==> src/rtl/segment_scheduler.sv <==
// Per-frame line-segment scheduler: snapshots bird/pipe coordinates, requests a clear,
// then streams one vertical segment per valid/ready handshake to the line drawer.
module segment_scheduler #(
    parameter int N         = 11,
    parameter int NUM_PIPES = 3,
    parameter int PIPE_W    = 4,
    parameter int X_MAX     = 639
) (
    input  logic                   clock,
    input  logic                   reset,
    input  logic                   frame_start,
    input  logic [NUM_PIPES*N-1:0] pipe_x,
    input  logic [NUM_PIPES*N-1:0] pipe_gap_top,
    input  logic [NUM_PIPES*N-1:0] pipe_gap_bot,
    input  logic [N-1:0]           y_top,
    input  logic [N-1:0]           y_bot,
    input  logic [N-1:0]           bird_x,
    input  logic [N-1:0]           bird_y0,
    input  logic [N-1:0]           bird_y1,
    output logic                   clear_req,
    input  logic                   clear_done,
    output logic                   seg_valid,
    input  logic                   seg_ready,
    output logic [N-1:0]           x0,
    output logic [N-1:0]           y0,
    output logic [N-1:0]           x1,
    output logic [N-1:0]           y1,
    output logic                   busy,
    output logic                   frame_done
);
    localparam int KW = (NUM_PIPES > 1) ? $clog2(NUM_PIPES) : 1;
    localparam int CW = (PIPE_W > 1) ? $clog2(PIPE_W) : 1;

    typedef enum logic [2:0] {
        IDLE, CLEAR, BIRD, PIPE_TOP, PIPE_BOT, DONE
    } state_t;

    state_t state, state_n;

    logic [N-1:0] px_q [NUM_PIPES];
    logic [N-1:0] gt_q [NUM_PIPES];
    logic [N-1:0] gb_q [NUM_PIPES];
    logic [N-1:0] yt_q, yb_q, bx_q, by0_q, by1_q;

    logic [KW-1:0] k, k_n;
    logic [CW-1:0] c, c_n;
    logic          seg_valid_n;
    logic [N-1:0]  x0_n, y0_n, x1_n, y1_n;
    logic          load, step;
    logic [N:0]    col;
    logic          off;

    // Column is computed one bit wider so wrap-around lands off-screen.
    assign col = {1'b0, px_q[k]} + (N+1)'(c);
    assign off = col > (N+1)'(X_MAX);

    assign clear_req  = (state == CLEAR);
    assign busy       = (state != IDLE);
    assign frame_done = (state == DONE);

    always_comb begin
        state_n     = state;
        k_n         = k;
        c_n         = c;
        seg_valid_n = seg_valid;
        x0_n        = x0;
        y0_n        = y0;
        x1_n        = x1;
        y1_n        = y1;
        load        = 1'b0;
        step        = 1'b0;
        unique case (state)
            IDLE: begin
                if (frame_start) begin
                    load    = 1'b1;
                    state_n = CLEAR;
                end
            end
            CLEAR: begin
                if (clear_done) state_n = BIRD;
            end
            BIRD: begin
                if (!seg_valid) begin
                    seg_valid_n = 1'b1;
                    x0_n = bx_q;
                    y0_n = by0_q;
                    x1_n = bx_q;
                    y1_n = by1_q;
                end else if (seg_ready) begin
                    seg_valid_n = 1'b0;
                    k_n     = '0;
                    c_n     = '0;
                    state_n = PIPE_TOP;
                end
            end
            PIPE_TOP: begin
                if (!seg_valid) begin
                    if (off || gt_q[k] < yt_q) begin
                        state_n = PIPE_BOT;
                    end else begin
                        seg_valid_n = 1'b1;
                        x0_n = col[N-1:0];
                        y0_n = yt_q;
                        x1_n = col[N-1:0];
                        y1_n = gt_q[k];
                    end
                end else if (seg_ready) begin
                    seg_valid_n = 1'b0;
                    state_n     = PIPE_BOT;
                end
            end
            PIPE_BOT: begin
                if (!seg_valid) begin
                    if (off || gb_q[k] > yb_q) begin
                        step = 1'b1;
                    end else begin
                        seg_valid_n = 1'b1;
                        x0_n = col[N-1:0];
                        y0_n = gb_q[k];
                        x1_n = col[N-1:0];
                        y1_n = yb_q;
                    end
                end else if (seg_ready) begin
                    seg_valid_n = 1'b0;
                    step        = 1'b1;
                end
            end
            DONE: state_n = IDLE;
            default: state_n = IDLE;
        endcase
        if (step) begin
            if (c == CW'(PIPE_W - 1)) begin
                c_n = '0;
                if (k == KW'(NUM_PIPES - 1)) begin
                    state_n = DONE;
                end else begin
                    k_n     = k + 1'b1;
                    state_n = PIPE_TOP;
                end
            end else begin
                c_n     = c + 1'b1;
                state_n = PIPE_TOP;
            end
        end
    end

    always_ff @(posedge clock or posedge reset) begin
        if (reset) state <= IDLE;
        else       state <= state_n;
    end

    always_ff @(posedge clock or posedge reset) begin
        if (reset) begin
            k         <= '0;
            c         <= '0;
            seg_valid <= 1'b0;
            x0        <= '0;
            y0        <= '0;
            x1        <= '0;
            y1        <= '0;
            yt_q      <= '0;
            yb_q      <= '0;
            bx_q      <= '0;
            by0_q     <= '0;
            by1_q     <= '0;
            for (int i = 0; i < NUM_PIPES; i++) begin
                px_q[i] <= '0;
                gt_q[i] <= '0;
                gb_q[i] <= '0;
            end
        end else begin
            k         <= k_n;
            c         <= c_n;
            seg_valid <= seg_valid_n;
            x0        <= x0_n;
            y0        <= y0_n;
            x1        <= x1_n;
            y1        <= y1_n;
            if (load) begin
                yt_q  <= y_top;
                yb_q  <= y_bot;
                bx_q  <= bird_x;
                by0_q <= bird_y0;
                by1_q <= bird_y1;
                for (int i = 0; i < NUM_PIPES; i++) begin
                    px_q[i] <= pipe_x[i*N +: N];
                    gt_q[i] <= pipe_gap_top[i*N +: N];
                    gb_q[i] <= pipe_gap_bot[i*N +: N];
                end
            end
        end
    end
endmodule

==> config.mk <==
export PLATFORM = sky130hd
export DESIGN_NAME = segment_scheduler
export DESIGN_NICKNAME = d
export VERILOG_FILES = /design/src/rtl/segment_scheduler.sv
export SDC_FILE = /design/constraint.sdc
export NUM_CORES = 1
export LEC_CHECK = 0
export BUFFER_PORTS_ARGS = -buffer_cell sky130_fd_sc_hd__clkbuf_2
export CORE_MARGIN = 2
export CORE_UTILIZATION = 52
export CTS_CLUSTER_DIAMETER = 40
export DETAILED_ROUTE_END_ITERATION = 16
export PLACE_DENSITY = 0.77
export SLEW_MARGIN = 25
export SYNTH_ARGS = -nofsm -noshare
export SYNTH_HDL_FRONTEND = slang
export SYNTH_SLANG_ARGS = --single-unit
export TNS_END_PERCENT = 10
==> constraint.sdc <==
create_clock -name clock -period 16.7 [get_ports clock]
set_input_delay 3.34 -clock clock [delete_from_list [all_inputs] [get_ports clock]]
set_output_delay 3.34 -clock clock [all_outputs]
set_load 0.02 [all_outputs]
==> key figures <==
Status
  • Status: completed

Cells and area
  • Post-Layout Cell Count: around 1200
  • N_diodes: 0
  • Area Overhead vs Synth: 17.6%
  • Filler Cells Inserted: 1531
  • Nets: 1185
  • Fin area: around 11000 um^2
  • Share of cells above drive strength 1: 0.430
  • Area taken by multi-input logic gates: about 4500 um^2
  • Register area: about 4900 um^2

Detailed routing
  • Final wirelength: approximately 23000 um
  • Drt pass-1 iters: 5
  • Via count: 6978
  • Vias/cell: 5.59
  • WL per Instance: 18.4 um
  • # DRC: 0
  • Antenna viol nets, final: 0
  • Iter 0 DRT Violations: 561

Critical path
  • Cells on worst reg2reg path: 16
  • CP delay by family, top: buffers and inverters
  • Crit path top cell by count: buf_4
  • CP max-delay cell: buf_4
  • Crit Path Class: reg2reg
  • Crit path launch type: flip-flop
  • FF-to-FF End: y1[10]
  • Worst path cell trace: buf_4 > and2b_1 > buf_4 > nand2_1 > o21ai_0 > ha_1 > fa_1 > and2_1 > a32o_2 > and4_1 > a21o_1 > and2_4 > nor2_4 > o2bb2ai_4 > buf_4 > mux2_2
  • CP bufs+invs: 3
  • Crit-path max cell delay: roughly 0.54 ns
  • Crit path depth: 16
  • Reg2reg start: k[0]
  • CP required: 17.02 ns
  • CP endpoint kind: flip-flop
  • FF-to-FF setup slack: 11.71 ns
  • CP max FO: 38
  • CP arrival: about 5.3 ns

Die
  • Die W: around 140 um
  • Die Area: ~20000 um^2
  • Core Area: 18600 um^2
  • Initial core utilization: 0.525
  • Std cell rows: 50
  • Die Y: 141 um
  • Io pins: 207

Logic synthesis
  • Synthesized cell area: 9750 um^2
  • Syn avg cell area: 11.8 um^2
  • Register area share after synthesis: 0.500
  • Largest area contributor in the netlist: dfrtp_1
  • Post-synth top area share: 0.500
  • Yosys reg bits: a little under 200
  • Distinct cells, synth: 60
  • Synth Warn #: 0
  • Async SR Flop Fraction: 1.00
  • Post-synth top flop: dfrtp_1
  • Largest cells by area after synthesis: dfrtp_1, mux2_2, mux2_4
  • Syn_nets: 1007
  • Post-synth EDFFs: 0
  • Post-Synthesis Cells: between 800 and 900

Clock network
  • Htree depth: 4
  • CTS Root Cell: clkbuf_16
  • Post-CTS Setup Bufs: 0
  • Clk_lat worst skew: ~0.44 ns
  • Max Root-Sink Buffers: 2
  • CTS buffer count: 17
  • Reg clk slew, reported paths: 0.07 ns
  • Sink Count: 195
  • CTS tree: yes
  • Cts repair resizes: 0
  • Hold Buf Count CTS: 0

Global route
  • Vias in the first global route: 6655
  • First-pass GRT wire length: 35700 um
  • Total GRT Usage: 0.233
  • Largest net degree at the start of global routing: 122
  • Total grt overflow: 0
  • Initial antenna violation count: 1

STA
  • Setup TNS: 0 ns
  • Final worst-path cycle share: 0.299
  • Highest clock rate: 200 MHz
  • Final setup violation count: 0
  • Unrepaired setup endpoints after global routing: false
  • Worst Tran Pin Value: 0.848 ns
  • Final hold vios: 0
  • Min Clock Period, post-route: 4.99 ns
  • Hold WS: 0.507 ns
  • Slew Viols, Final: 0
  • Setup clock skew after layout: 0.0138 ns
  • Slew HR: 0.435

Place
  • Cell count after placement: 1216
  • Input/output buffers: between 200 and 250
  • Hpwl dp: 16600 um
  • DP Area: 10900 um^2
  • Placer Congestion: 0.860

Min path
  • Hold Path Origin: gb_q[21]
  • Hold Path Class: reg2reg
  • WHS Path Cells: 1
  • Hold path endpoint: gb_q[21]

Power and ir drop
  • Final Power: 2.34 mW
  • Pwr dens: 204 nW/um^2
  • LEAKAGE: 5.26 nW
  • VDD IR max: between 0.08 and 0.09 mV

Job
  • # Max-Cap Violations: 0
## metrics by stage
stage,utilization,setup WS (ns)
after global placement,0.584,11.40
after detailed placement,0.584,11.38
final,0.617,11.71
after CTS,0.617,11.72
after global routing,0.617,11.46
after floorplan,-,8.05
## flip-flops by register name (all words and copies together), names as in the netlist
| signal | flops |
|---|---|
| bx_q | 11 |
| by0_q | 11 |
| by1_q | 11 |
| c | 2 |
| gb_q | 33 |
| gt_q | 33 |
| k | 2 |
| px_q | 33 |
| seg_valid | 1 |
| state | 3 |
| x1 | 11 |
| y0 | 11 |
| y1 | 11 |
| yb_q | 11 |
| yt_q | 11 |
## worst reg2reg max path, cell delays in order (launching register included)
cell       delay [ns]
dfrtp_2          0.34
buf_4            0.52
and2b_1          0.43
buf_4            0.32
nand2_1          0.10
o21ai_0          0.17
ha_1             0.28
fa_1             0.46
and2_1           0.18
a32o_2           0.25
and4_1           0.27
a21o_1           0.21
and2_4           0.19
nor2_4           0.10
o2bb2ai_4        0.12
buf_4            0.54
mux2_2           0.42
## metal layers
metal	up-vias	GRT usage	share of wire	routed length (um)
li1	3282	-	-	-
met1	3464	0.347	0.48	11000
met2	207	0.350	0.45	10400
met3	25	0.0401	0.051	1170
met4	0	0.0716	0.017	402
met5	-	0	0	0
## cells in the final DEF, fill, tap and decap left out, types with 2 or more instances in the layout
cell       count
a211oi_1       4
a21oi_1       14
a22oi_1       23
a31oi_1        2
and3_1         4
and4_1         3
buf_4         10
bufinv_16      2
clkbuf_16     17
clkbuf_2     206
clkinv_4       4
dfrtp_1      194
ha_1          24
inv_1         27
inv_6          3
inv_8          4
mux2_2       140
mux2_4        29
mux2i_1       36
nand2_1      110
nand2b_1       5
nand3_1        9
nand3b_1       2
nand4_1        6
nor2_1        18
nor2_4         2
nor3_1         2
nor3b_2        2
o2111ai_1      2
o211ai_1       2
o21ai_0       59
o2bb2ai_1      5
o2bb2ai_2      3
o32ai_1        2
xnor2_1        7
## cells in the mapped netlist, types with 2 or more instances
cell type and count:
ha_1 24, inv_1 28, o2bb2ai_1 5, o32ai_1 2, nand4_1 6, a22oi_1 23
mux2_4 29, buf_2 4, nand3b_1 2, o21ai_0 59, mux2_2 140, buf_4 11
a211oi_1 4, a21oi_1 14, mux2i_1 36, dfrtp_1 195, o2bb2ai_2 3, nand2_1 110
and4_1 3, buf_6 2, xnor2_1 7, o2111ai_1 2, and3_1 4, nor3_1 2
buf_12 3, nand3_1 9, o211ai_1 2, nor2_1 20, nor3b_1 3, buf_1 5
nand2b_1 5, clkbuf_1 32, a31oi_1 2
## worst max-delay path by stage
stage                      from       end  slack [ns]
floorplan                 reset   bx_q[0]        8.05
global placement    frame_start  px_q[24]       11.40
detailed placement  frame_start  gb_q[23]       11.38
CTS                        k[0]    y1[10]       11.72
global route               k[0]    y0[10]       11.46
finish                     k[0]    y1[10]       11.71
## cell families after synthesis
group                    share of synthesized area
flip-flops                                   0.500
adder cells (fa/ha/maj)                     0.0328
buffers and inverters                       0.0445
XOR/XNOR                                   0.00629
AND/OR/NAND/NOR                             0.0766
AO/OA/AOI/OAI                               0.0961
multiplexers                                 0.243
## cell type report
type / count / share of cell area
sequential: 195 / 0.426
timing repair buffer: 217 / 0.0974
clock inverter: 14 / 0.0146
tap: 234 / 0.0255
multi-input combinational: 542 / 0.389
inverter: 28 / 0.00982
clock buffer: 18 / 0.0383
## power by group
| group | leakage (nW) | switching, mW | internal [mW] |
|---|---|---|---|
| clock network | 0.297 | 0.192 | 0.230 |
| logic | 2.63 | 0.547 | 0.511 |
| registers | 2.33 | 0.146 | 0.714 |
Power figures use the tool's default switching activity.
